**config.mk**
```make
export PLATFORM = sky130hd
export DESIGN_NAME = ex_mem_reg
export DESIGN_NICKNAME = d
export VERILOG_FILES = /design/src/rtl/cpu_pkg.sv /design/src/rtl/pipe_reg.sv /design/src/rtl/ex_mem_reg.sv
export SDC_FILE = /design/constraint.sdc
export NUM_CORES = 1
export LEC_CHECK = 0
export CORE_AREA = 2 2 184 186
export DETAILED_ROUTE_END_ITERATION = 8
export DIE_AREA = 0 0 186 188
export GPL_TIMING_DRIVEN = 0
export SYNTH_ARGS = -nofsm -noshare
export SYNTH_HDL_FRONTEND = slang
export SYNTH_SLANG_ARGS = --single-unit
```
**constraint.sdc**
```tcl
create_clock -name clk -period 15.7 [get_ports clk]
set_clock_uncertainty 0.05 [all_clocks]
set_input_delay 3.14 -clock clk [delete_from_list [all_inputs] [get_ports clk]]
set_output_delay 3.14 -clock clk [all_outputs]
set_load 0.05 [all_outputs]
```
**src/rtl/cpu_pkg.sv**
```systemverilog
// Shared types and constants for the RV32I pipeline stage registers.
package cpu_pkg;

  localparam int unsigned XLEN   = 32;
  localparam int unsigned REG_AW = 5;

  typedef enum logic [1:0] {
    NpcSeq    = 2'd0,
    NpcJal    = 2'd1,
    NpcJalr   = 2'd2,
    NpcBranch = 2'd3
  } next_pc_sel_e;

  typedef struct packed {
    logic [XLEN-1:0]   pc;
    logic [XLEN-1:0]   pc_plus_4;
    logic [REG_AW-1:0] rd;
    logic              im_to_rf;
    logic              store;
    logic              load;
    next_pc_sel_e      next_pc_selector;
    logic [XLEN-1:0]   rs2_data;
    logic [XLEN-1:0]   uj_type;
    logic [XLEN-1:0]   alu_data;
    logic [XLEN-1:0]   jump_i_type;
    logic [XLEN-1:0]   jump_sb_type;
  } ex_mem_bundle_t;

  localparam int unsigned ExMemW = $bits(ex_mem_bundle_t);

endpackage

```
**src/rtl/pipe_reg.sv**
```systemverilog
// Generic pipeline register with async reset, bubble (flush) and hold (stall).
module pipe_reg #(
  parameter int unsigned Width = 8
) (
  input  logic             clk_i,
  input  logic             rst_i,
  input  logic             flush_i,
  input  logic             stall_i,
  input  logic [Width-1:0] d_i,
  output logic [Width-1:0] q_o
);

  logic [Width-1:0] q_d, q_q;

  // Flush outranks stall so a squashed instruction never lingers in the stage.
  always_comb begin
    q_d = q_q;
    if (flush_i) begin
      q_d = '0;
    end else if (!stall_i) begin
      q_d = d_i;
    end
  end

  always_ff @(posedge clk_i or posedge rst_i) begin
    if (rst_i) begin
      q_q <= '0;
    end else begin
      q_q <= q_d;
    end
  end

  assign q_o = q_q;

endmodule

```
**src/rtl/ex_mem_reg.sv**
```systemverilog
// EX/MEM pipeline register: captures all EX results as one bundle for the MEM stage.
module ex_mem_reg
  import cpu_pkg::*;
(
  input  logic              clk,
  input  logic              rst,
  input  logic              stall,
  input  logic              flush,
  input  logic [XLEN-1:0]   pc_ex,
  input  logic [XLEN-1:0]   pc_plus_4_ex,
  input  logic [REG_AW-1:0] rd_ex,
  input  logic              im_to_rf_ex,
  input  logic              store_ex,
  input  logic              load_ex,
  input  logic [1:0]        next_pc_selector_ex,
  input  logic [XLEN-1:0]   rs2_data_ex,
  input  logic [XLEN-1:0]   uj_type_ex,
  input  logic [XLEN-1:0]   alu_data_ex,
  input  logic [XLEN-1:0]   jump_i_type_ex,
  input  logic [XLEN-1:0]   jump_sb_type_ex,
  output logic [XLEN-1:0]   pc_mem,
  output logic [XLEN-1:0]   pc_plus_4_mem,
  output logic [REG_AW-1:0] rd_mem,
  output logic              im_to_rf_mem,
  output logic              store_mem,
  output logic              load_mem,
  output logic [1:0]        next_pc_selector_mem,
  output logic [XLEN-1:0]   rs2_data_mem,
  output logic [XLEN-1:0]   uj_type_mem,
  output logic [XLEN-1:0]   alu_data_mem,
  output logic [XLEN-1:0]   jump_i_type_mem,
  output logic [XLEN-1:0]   jump_sb_type_mem
);

  ex_mem_bundle_t ex_b, mem_b;

  always_comb begin
    ex_b                  = '0;
    ex_b.pc               = pc_ex;
    ex_b.pc_plus_4        = pc_plus_4_ex;
    ex_b.rd               = rd_ex;
    ex_b.im_to_rf         = im_to_rf_ex;
    ex_b.store            = store_ex;
    ex_b.load             = load_ex;
    ex_b.next_pc_selector = next_pc_sel_e'(next_pc_selector_ex);
    ex_b.rs2_data         = rs2_data_ex;
    ex_b.uj_type          = uj_type_ex;
    ex_b.alu_data         = alu_data_ex;
    ex_b.jump_i_type      = jump_i_type_ex;
    ex_b.jump_sb_type     = jump_sb_type_ex;
  end

  pipe_reg #(
    .Width (ExMemW)
  ) u_pipe_reg (
    .clk_i   (clk),
    .rst_i   (rst),
    .flush_i (flush),
    .stall_i (stall),
    .d_i     (ex_b),
    .q_o     (mem_b)
  );

  assign pc_mem               = mem_b.pc;
  assign pc_plus_4_mem        = mem_b.pc_plus_4;
  assign rd_mem               = mem_b.rd;
  assign im_to_rf_mem         = mem_b.im_to_rf;
  assign store_mem            = mem_b.store;
  assign load_mem             = mem_b.load;
  assign next_pc_selector_mem = mem_b.next_pc_selector;
  assign rs2_data_mem         = mem_b.rs2_data;
  assign uj_type_mem          = mem_b.uj_type;
  assign alu_data_mem         = mem_b.alu_data;
  assign jump_i_type_mem      = mem_b.jump_i_type;
  assign jump_sb_type_mem     = mem_b.jump_sb_type;

endmodule

```
==> summary.txt, run 1 <==
Placed design
  – Number of port buffers: 469
  – Final estimated routing congestion in global placement: 0.756
  – Post-placement setup slack: 11.08 ns
  – Placed Instances: 1674
  – Post-place instance area: 14800 um2
  – HPWL after detailed placement: 22800 um

Die
  – Io pins: 472
  – Die Wd: 186 um
  – Die height: 188 um
  – Placeable core area: 33100 um2
  – Row count: 67
  – Initial core utilization: 28.7%
  – Overall die area: 35000 um2

STA
  – Final-layout setup total negative slack: 0 ns
  – PnR worst setup slack: 10.71 ns
  – Remaining max-slew budget at the tightest pin: 57.5%
  – Achievable frequency: 200 MHz
  – Setup Viol. Count Final: 0
  – Slew of the pin with the lowest slew margin: 0.638 ns
  – Final max-slew violation count: 0
  – Setup repair after global routing missed its margin: false
  – Post-route clock period utilization: 31.8%
  – Fin crit period: 4.99 ns
  – Number of endpoints with negative hold slack in the final report: 0

Synthesis
  – Cell types with the highest counts after synthesis: dfrtp_1 (234), mux2i_1 (234), nor2_1 (234)
  – Post-synthesis cell type count: 10
  – Avg Synthesized Cell Area: 12.6 um2
  – Share of the synthesized area in the top cell type: 61.7%
  – Sequential share of the synthesized area: 61.7%
  – Main synth FF type: dfrtp_1
  – Net Count, Synth: 993
  – Cell type with the largest total area after synthesis: dfrtp_1
  – Share of synthesized registers carrying an async set or reset: 100%
  – Leading post-synthesis cells by cell area: dfrtp_1 (62%), mux2i_1 (25%), nor2_1 (9.3%), buf_8 (1.6%), buf_6 (0.95%)
  – Netlist area before placement: 9490 um2
  – Total of flip-flops plus latches after synthesis: 234
  – Syn. warnings: 0
  – Cell count after synthesis: 755
  – Number of enable flip-flop cells after synthesis: 0

Setup path
  – Critical Path Start Type: flop
  – Required time of the worst setup path: 12.51 ns
  – Ordered list of cells on the worst path: clkdlybuf4s50_1
  – Worst path buffer plus inverter count: 1
  – CP top delay family: buffers and inverters
  – Worst path slowest cell: clkdlybuf4s50_1
  – Critical Path Max Stage Delay: 0.90 ns
  – Setup crit end kind: output port
  – Cells on worst reg2reg path: 2
  – Setup Crit Path Kind: flop to output port
  – Data arrival, critical path: 1.80 ns
  – Count of cell instances traversed by the critical path: 1
  – Worst-path fanout max: 2

Clock network
  – CTS tree: yes
  – Number of clock sinks: 234
  – Latest clock arrival within the worst-skew pair: 0.55 ns
  – Buffers inserted during post-CTS setup optimization: 0
  – Total of cells resized after clock tree synthesis: 0
  – Total of hold buffers inserted after clock tree synthesis: 0
  – Cell at the root of the clock tree: clkbuf_16
  – Clock tree buffer depth: 3
  – Clock-pin slew of the registers on the worst-case setup and hold paths: 0.06 ns
  – Number of H-tree levels: 1
  – Clock buffers created by TritonCTS: 28

Min path
  – Path type of the worst min-delay path: flop to flop
  – Number of stages on the worst hold path: 2

Cells and area
  – Layout Cells excl Fill: 1724
  – Sequential Area: 5860 um2
  – Final Net Count: 1494
  – Area of all placed cells without fillers: 15700 um2
  – Antenna diodes: 0
  – Area occupied by multi-input gates: 3220 um2
  – Area delta synth->final: 65.5%
  – Max reg flops: 234
  – Share of post-route cells with drive strength above 1: 6.27%
  – Fillcell total: 3107

GRT
  – Global-route wire length before repair: 46200 um
  – Via count of the first global-routing pass: 7888
  – Number of antenna violations at the first check in global routing: 0
  – Largest net degree at the start of global routing: 114
  – Total track usage: 17.0%
  – Overall overflow remaining after global route: 0

Power
  – Static Leakage: 7.35 nW
  – Tot Pwr: 1.64 mW
  – Peak VDD IR: 0.0692 mV
  – Power density cells: 104 nW/um2

Drt
  – Vias per inst: 4.30
  – Count of unresolved DRC violations after routing: 0
  – Vias after detailed routing: 7407
  – Drt first pass iters: 4
  – Remaining antenna violation count after routing: 0
  – Drt initial violations: 260
  – Total wirelength of the detailed-routed design: 30700 um
  – Mean routed wirelength per cell: 17.8 um

Flow run
  – Number of max-cap violations: 0

Run status
  – Run status: finished, final reports clean
final cells by class:
cell class                      instances  share of cell area (%)
Tap cell                              448                    3.57
Sequential cell                       234                    37.3
Clock inverter                          7                   0.367
Multi-Input combinational cell        468                    20.5
Buffer                                 52                    2.60
Inverter                                1                  0.0717
Timing Repair Buffer                  471                    30.3
Clock buffer                           43                    5.33
cells in the final DEF (no fill, tap or decap), drive strengths merged:
cell             n
mux2i          234
clkdlybuf4s50  469
dfrtp          234
nor2           234
clkbuf          58
buf             39
clkinv           3
inv              2
clkinvlp         3
metrics by stage:
step | util (%) | hold WS (ns)
6_report | 47.4 | 0.466
5_1_grt | 47.4 | 0.486
4_1_cts | 47.4 | 0.474
3_5_place_dp | 44.7 | 0.461
3_3_place_gp | 44.5 | 0.452
2_1_floorplan | - | 0.781
power breakdown:
part           total (mW)  switching (mW)  internal, mW  leakage (nW)
Clock               0.621           0.256         0.366         0.431
Sequential          0.656          0.0184         0.637          3.11
Combinational       0.363           0.213         0.151          3.81
worst paths after layout:
kind | from | end | slack, ns
min reg2reg | u_pipe_reg.q_o[194] | u_pipe_reg.q_o[194] | 0.47
max in group asynchronous | rst | u_pipe_reg.q_o[172] | 11.91
max | u_pipe_reg.q_o[90] | alu_data_mem[26] | 10.71
max reg2reg | u_pipe_reg.q_o[65] | u_pipe_reg.q_o[65] | 14.89
min | u_pipe_reg.q_o[194] | u_pipe_reg.q_o[194] | 0.47
min in group asynchronous | rst | u_pipe_reg.q_o[63] | 2.86
layer usage:
| layer | part of all wire [%] | GRT usage [%] | up-vias | wire, um |
|---|---|---|---|---|
| met3 | 11 | 6.51 | 52 | 3350 |
| li1 | - | - | 3498 | - |
| met2 | 49 | 29.7 | 326 | 15100 |
| met4 | 2.7 | 5.18 | 0 | 823 |
| met5 | 0 | 0 | - | 0 |
| met1 | 37 | 19.2 | 3531 | 11500 |
cell families after synthesis:
logic type	synth area share (%)
multiplexers	24.7
flip-flops	61.7
AND/OR/NAND/NOR	9.26
buffers and inverters	4.34
Note: power is estimated with default switching activity, not from simulation.
==> run 2: changes to the inputs <==
--- a/config.mk
+++ b/config.mk
@@ -5,9 +5,9 @@
 export SDC_FILE = /design/constraint.sdc
 export NUM_CORES = 1
 export LEC_CHECK = 0
-export CORE_AREA = 2 2 184 186
+export CORE_AREA = 2 2 185 187
 export DETAILED_ROUTE_END_ITERATION = 8
-export DIE_AREA = 0 0 186 188
+export DIE_AREA = 0 0 187 189
 export GPL_TIMING_DRIVEN = 0
 export SYNTH_ARGS = -nofsm -noshare
 export SYNTH_HDL_FRONTEND = slang
==> constraint.sdc (replaced) <==
create_clock -name clk -period 5 [get_ports clk]
set_clock_uncertainty 0.05 [all_clocks]
set_input_delay 1 -clock clk [delete_from_list [all_inputs] [get_ports clk]]
set_output_delay 1 -clock clk [all_outputs]
set_load 0.05 [all_outputs]
==> run 2 against run 1 <==
Compared with the run above: power rose to 3.2 times the previous value; cell count rose by 0.17%; first-iteration DRC count is 10% lower; register-to-register slack got worse by 11 ns; global-route usage rose by 0.31 points; sequential cell count is the same; clock-buffer cell count fell by 1; sequential share of layout area shrank 0.34 points; wire length up 2.1%; worst hold slack gained 0.0012 ns; non-clock buffer count rose by 5; die area grew 1.1%.
==> summary.txt, run 2 (synthesis results as in run 1) <==
Run status
  – Run status: finished, final reports clean

STA
  – Final max-slew violation count: 0
  – Slew of the pin with the lowest slew margin: 0.758 ns
  – Post-route clock period utilization: 56.5%
  – Achievable frequency: 354 MHz
  – Number of endpoints with negative hold slack in the final report: 0
  – Setup repair after global routing missed its margin: false
  – Fin crit period: 2.83 ns
  – Setup Viol. Count Final: 0
  – Worst hold slack: 0.467 ns
  – Remaining max-slew budget at the tightest pin: 49.4%

Die
  – Row count: 67
  – Die Wd: 187 um
  – Placeable core area: 33300 um2
  – Die height: 189 um
  – Initial core utilization: 28.5%
  – Overall die area: 35300 um2
  – Io pins: 472

Cells and area
  – Most frequent cells in the layout: clkdlybuf4s50_1 (469), mux2i_1 (234), nor2_1 (234), dfrtp_1 (234), clkbuf_16 (29)
  – Share of post-route cells with drive strength above 1: 6.57%
  – Fillcell total: 3102
  – Leading cell type in the layout, fill and taps excluded: clkdlybuf4s50_1
  – Sequential Area: 5860 um2
  – Final Net Count: 1499
  – Share of the core filled with cells: 47.6%
  – Area delta synth->final: 67.0%
  – Layout Cells excl Fill: 1727
  – Antenna diodes: 0
  – Max reg flops: 234
  – Area occupied by multi-input gates: 3220 um2

Setup path
  – Required time of the worst setup path: 3.95 ns
  – Worst path buffer plus inverter count: 1
  – Critical Path Max Stage Delay: 0.88 ns
  – Setup crit end kind: output port
  – CP top delay family: buffers and inverters
  – Critical path launch point: u_pipe_reg.q_o[186]
  – Worst path slowest cell: clkdlybuf4s50_1
  – Data arrival, critical path: 1.78 ns
  – Ordered list of cells on the worst path: clkdlybuf4s50_1
  – Critical Path Start Type: flop
  – Reg-to-Reg Start: u_pipe_reg.q_o[63]
  – Worst-path fanout max: 2
  – Setup Crit Path Kind: flop to output port

Clock network
  – Number of clock sinks: 234
  – Clock buffers created by TritonCTS: 28
  – Clock tree buffer depth: 3
  – CTS tree: yes
  – Buffers inserted during post-CTS setup optimization: 0
  – Clock-pin slew of the registers on the worst-case setup and hold paths: 0.06 ns
  – Cell at the root of the clock tree: clkbuf_16
  – Total of hold buffers inserted after clock tree synthesis: 0
  – Number of H-tree levels: 1
  – Latest clock arrival within the worst-skew pair: 0.52 ns
  – Total of cells resized after clock tree synthesis: 0

GRT
  – GRT met1 Usage: 20.4%
  – Met2 routing resource usage after global routing: 30.1%
  – Busiest metal layer after global routing: met2
  – Number of antenna violations at the first check in global routing: 0
  – Via count of the first global-routing pass: 8043
  – GRT met3 Usage: 6.43%
  – Global-route wire length before repair: 48400 um
  – Total track usage: 17.4%
  – Overall overflow remaining after global route: 0
  – Largest net degree at the start of global routing: 36

Placed design
  – HPWL after detailed placement: 23800 um
  – Final estimated routing congestion in global placement: 0.799
  – Number of port buffers: 469
  – Placed Instances: 1679

Power
  – Cell internal pwr: 3.79 mW
  – Power density cells: 335 nW/um2
  – Part of the power in the clock network: 39.5%
  – Part of the total power dissipated in combinational logic: 21.7%
  – Net Sw Power: 1.52 mW
  – Sequential share of power: 38.8%
  – Static Leakage: 7.43 nW
  – Peak VDD IR: 0.212 mV
  – Tot Pwr: 5.30 mW
  – Proportion of total power due to net switching: 28.6%

Drt
  – Drt first pass iters: 5
  – Count of unresolved DRC violations after routing: 0
  – Mean routed wirelength per cell: 18.2 um
  – Vias per inst: 4.35
  – Remaining antenna violation count after routing: 0
  – Vias after detailed routing: 7511
  – Drt initial violations: 233
  – Total wirelength of the detailed-routed design: 31400 um

Min path
  – Startpoint of the lowest-slack hold path: u_pipe_reg.q_o[17]
  – Path type of the worst min-delay path: flop to flop

Flow run
  – Number of max-cap violations: 0
==> run 2: final timing paths <==
path                                       to  slack, ns  cells past startpoint
max                         pc_plus_4_mem[16]       2.17                      1
min                        u_pipe_reg.q_o[17]       0.47                      2
max reg2reg                u_pipe_reg.q_o[63]       4.20                      2
min reg2reg                u_pipe_reg.q_o[17]       0.47                      2
max in group asynchronous  u_pipe_reg.q_o[65]       2.76                      6
min in group asynchronous  u_pipe_reg.q_o[81]       0.81                      2
==> run 2: tightest hold or removal path: stages, from the launching register on <==
cell and delay, ns:
dfrtp_1 0.33, mux2i_1 0.07, nor2_1 0.08
==> run 2: layout make-up <==
type                    count  share of cell area, %
multi-input cells         468                   20.3
clock buffers              42                   5.33
flip-flops and latches    234                   37.0
repair buffers            476                   30.6
inverters                   1                 0.0474
clock inverters             6                  0.663
plain buffers              52                   2.57
well taps                 448                   3.54
==> run 2: routing by layer <==
metal,part of all wire [%],routed length [um],vias to the layer above
met3,9.6,3000,39
li1,-,-,3524
met5,0,0,-
met4,2.0,635,0
met1,39,12300,3610
met2,49,15500,338
==> run 2: power groups by stage <==
stage	sequential [mW]	clock, mW	combinational [mW]
finish	2.06	2.09	1.15
global route	2.07	2.25	1.21
CTS	2.06	2.16	1.17
detailed placement	2.09	0	1.16
global placement	2.09	0	1.14
floorplan	2.47	0	0.271
==> run 2: stage by stage <==
step	TNS, ns	setup WS [ns]	cell area (um2)
final	0	2.17	15800
after global routing	0	2.11	15800
after CTS	0	2.12	15800
after detailed placement	0	2.11	14900
after global placement	-283.94	-1.23	14700
after floorplan	0	0.886	9490
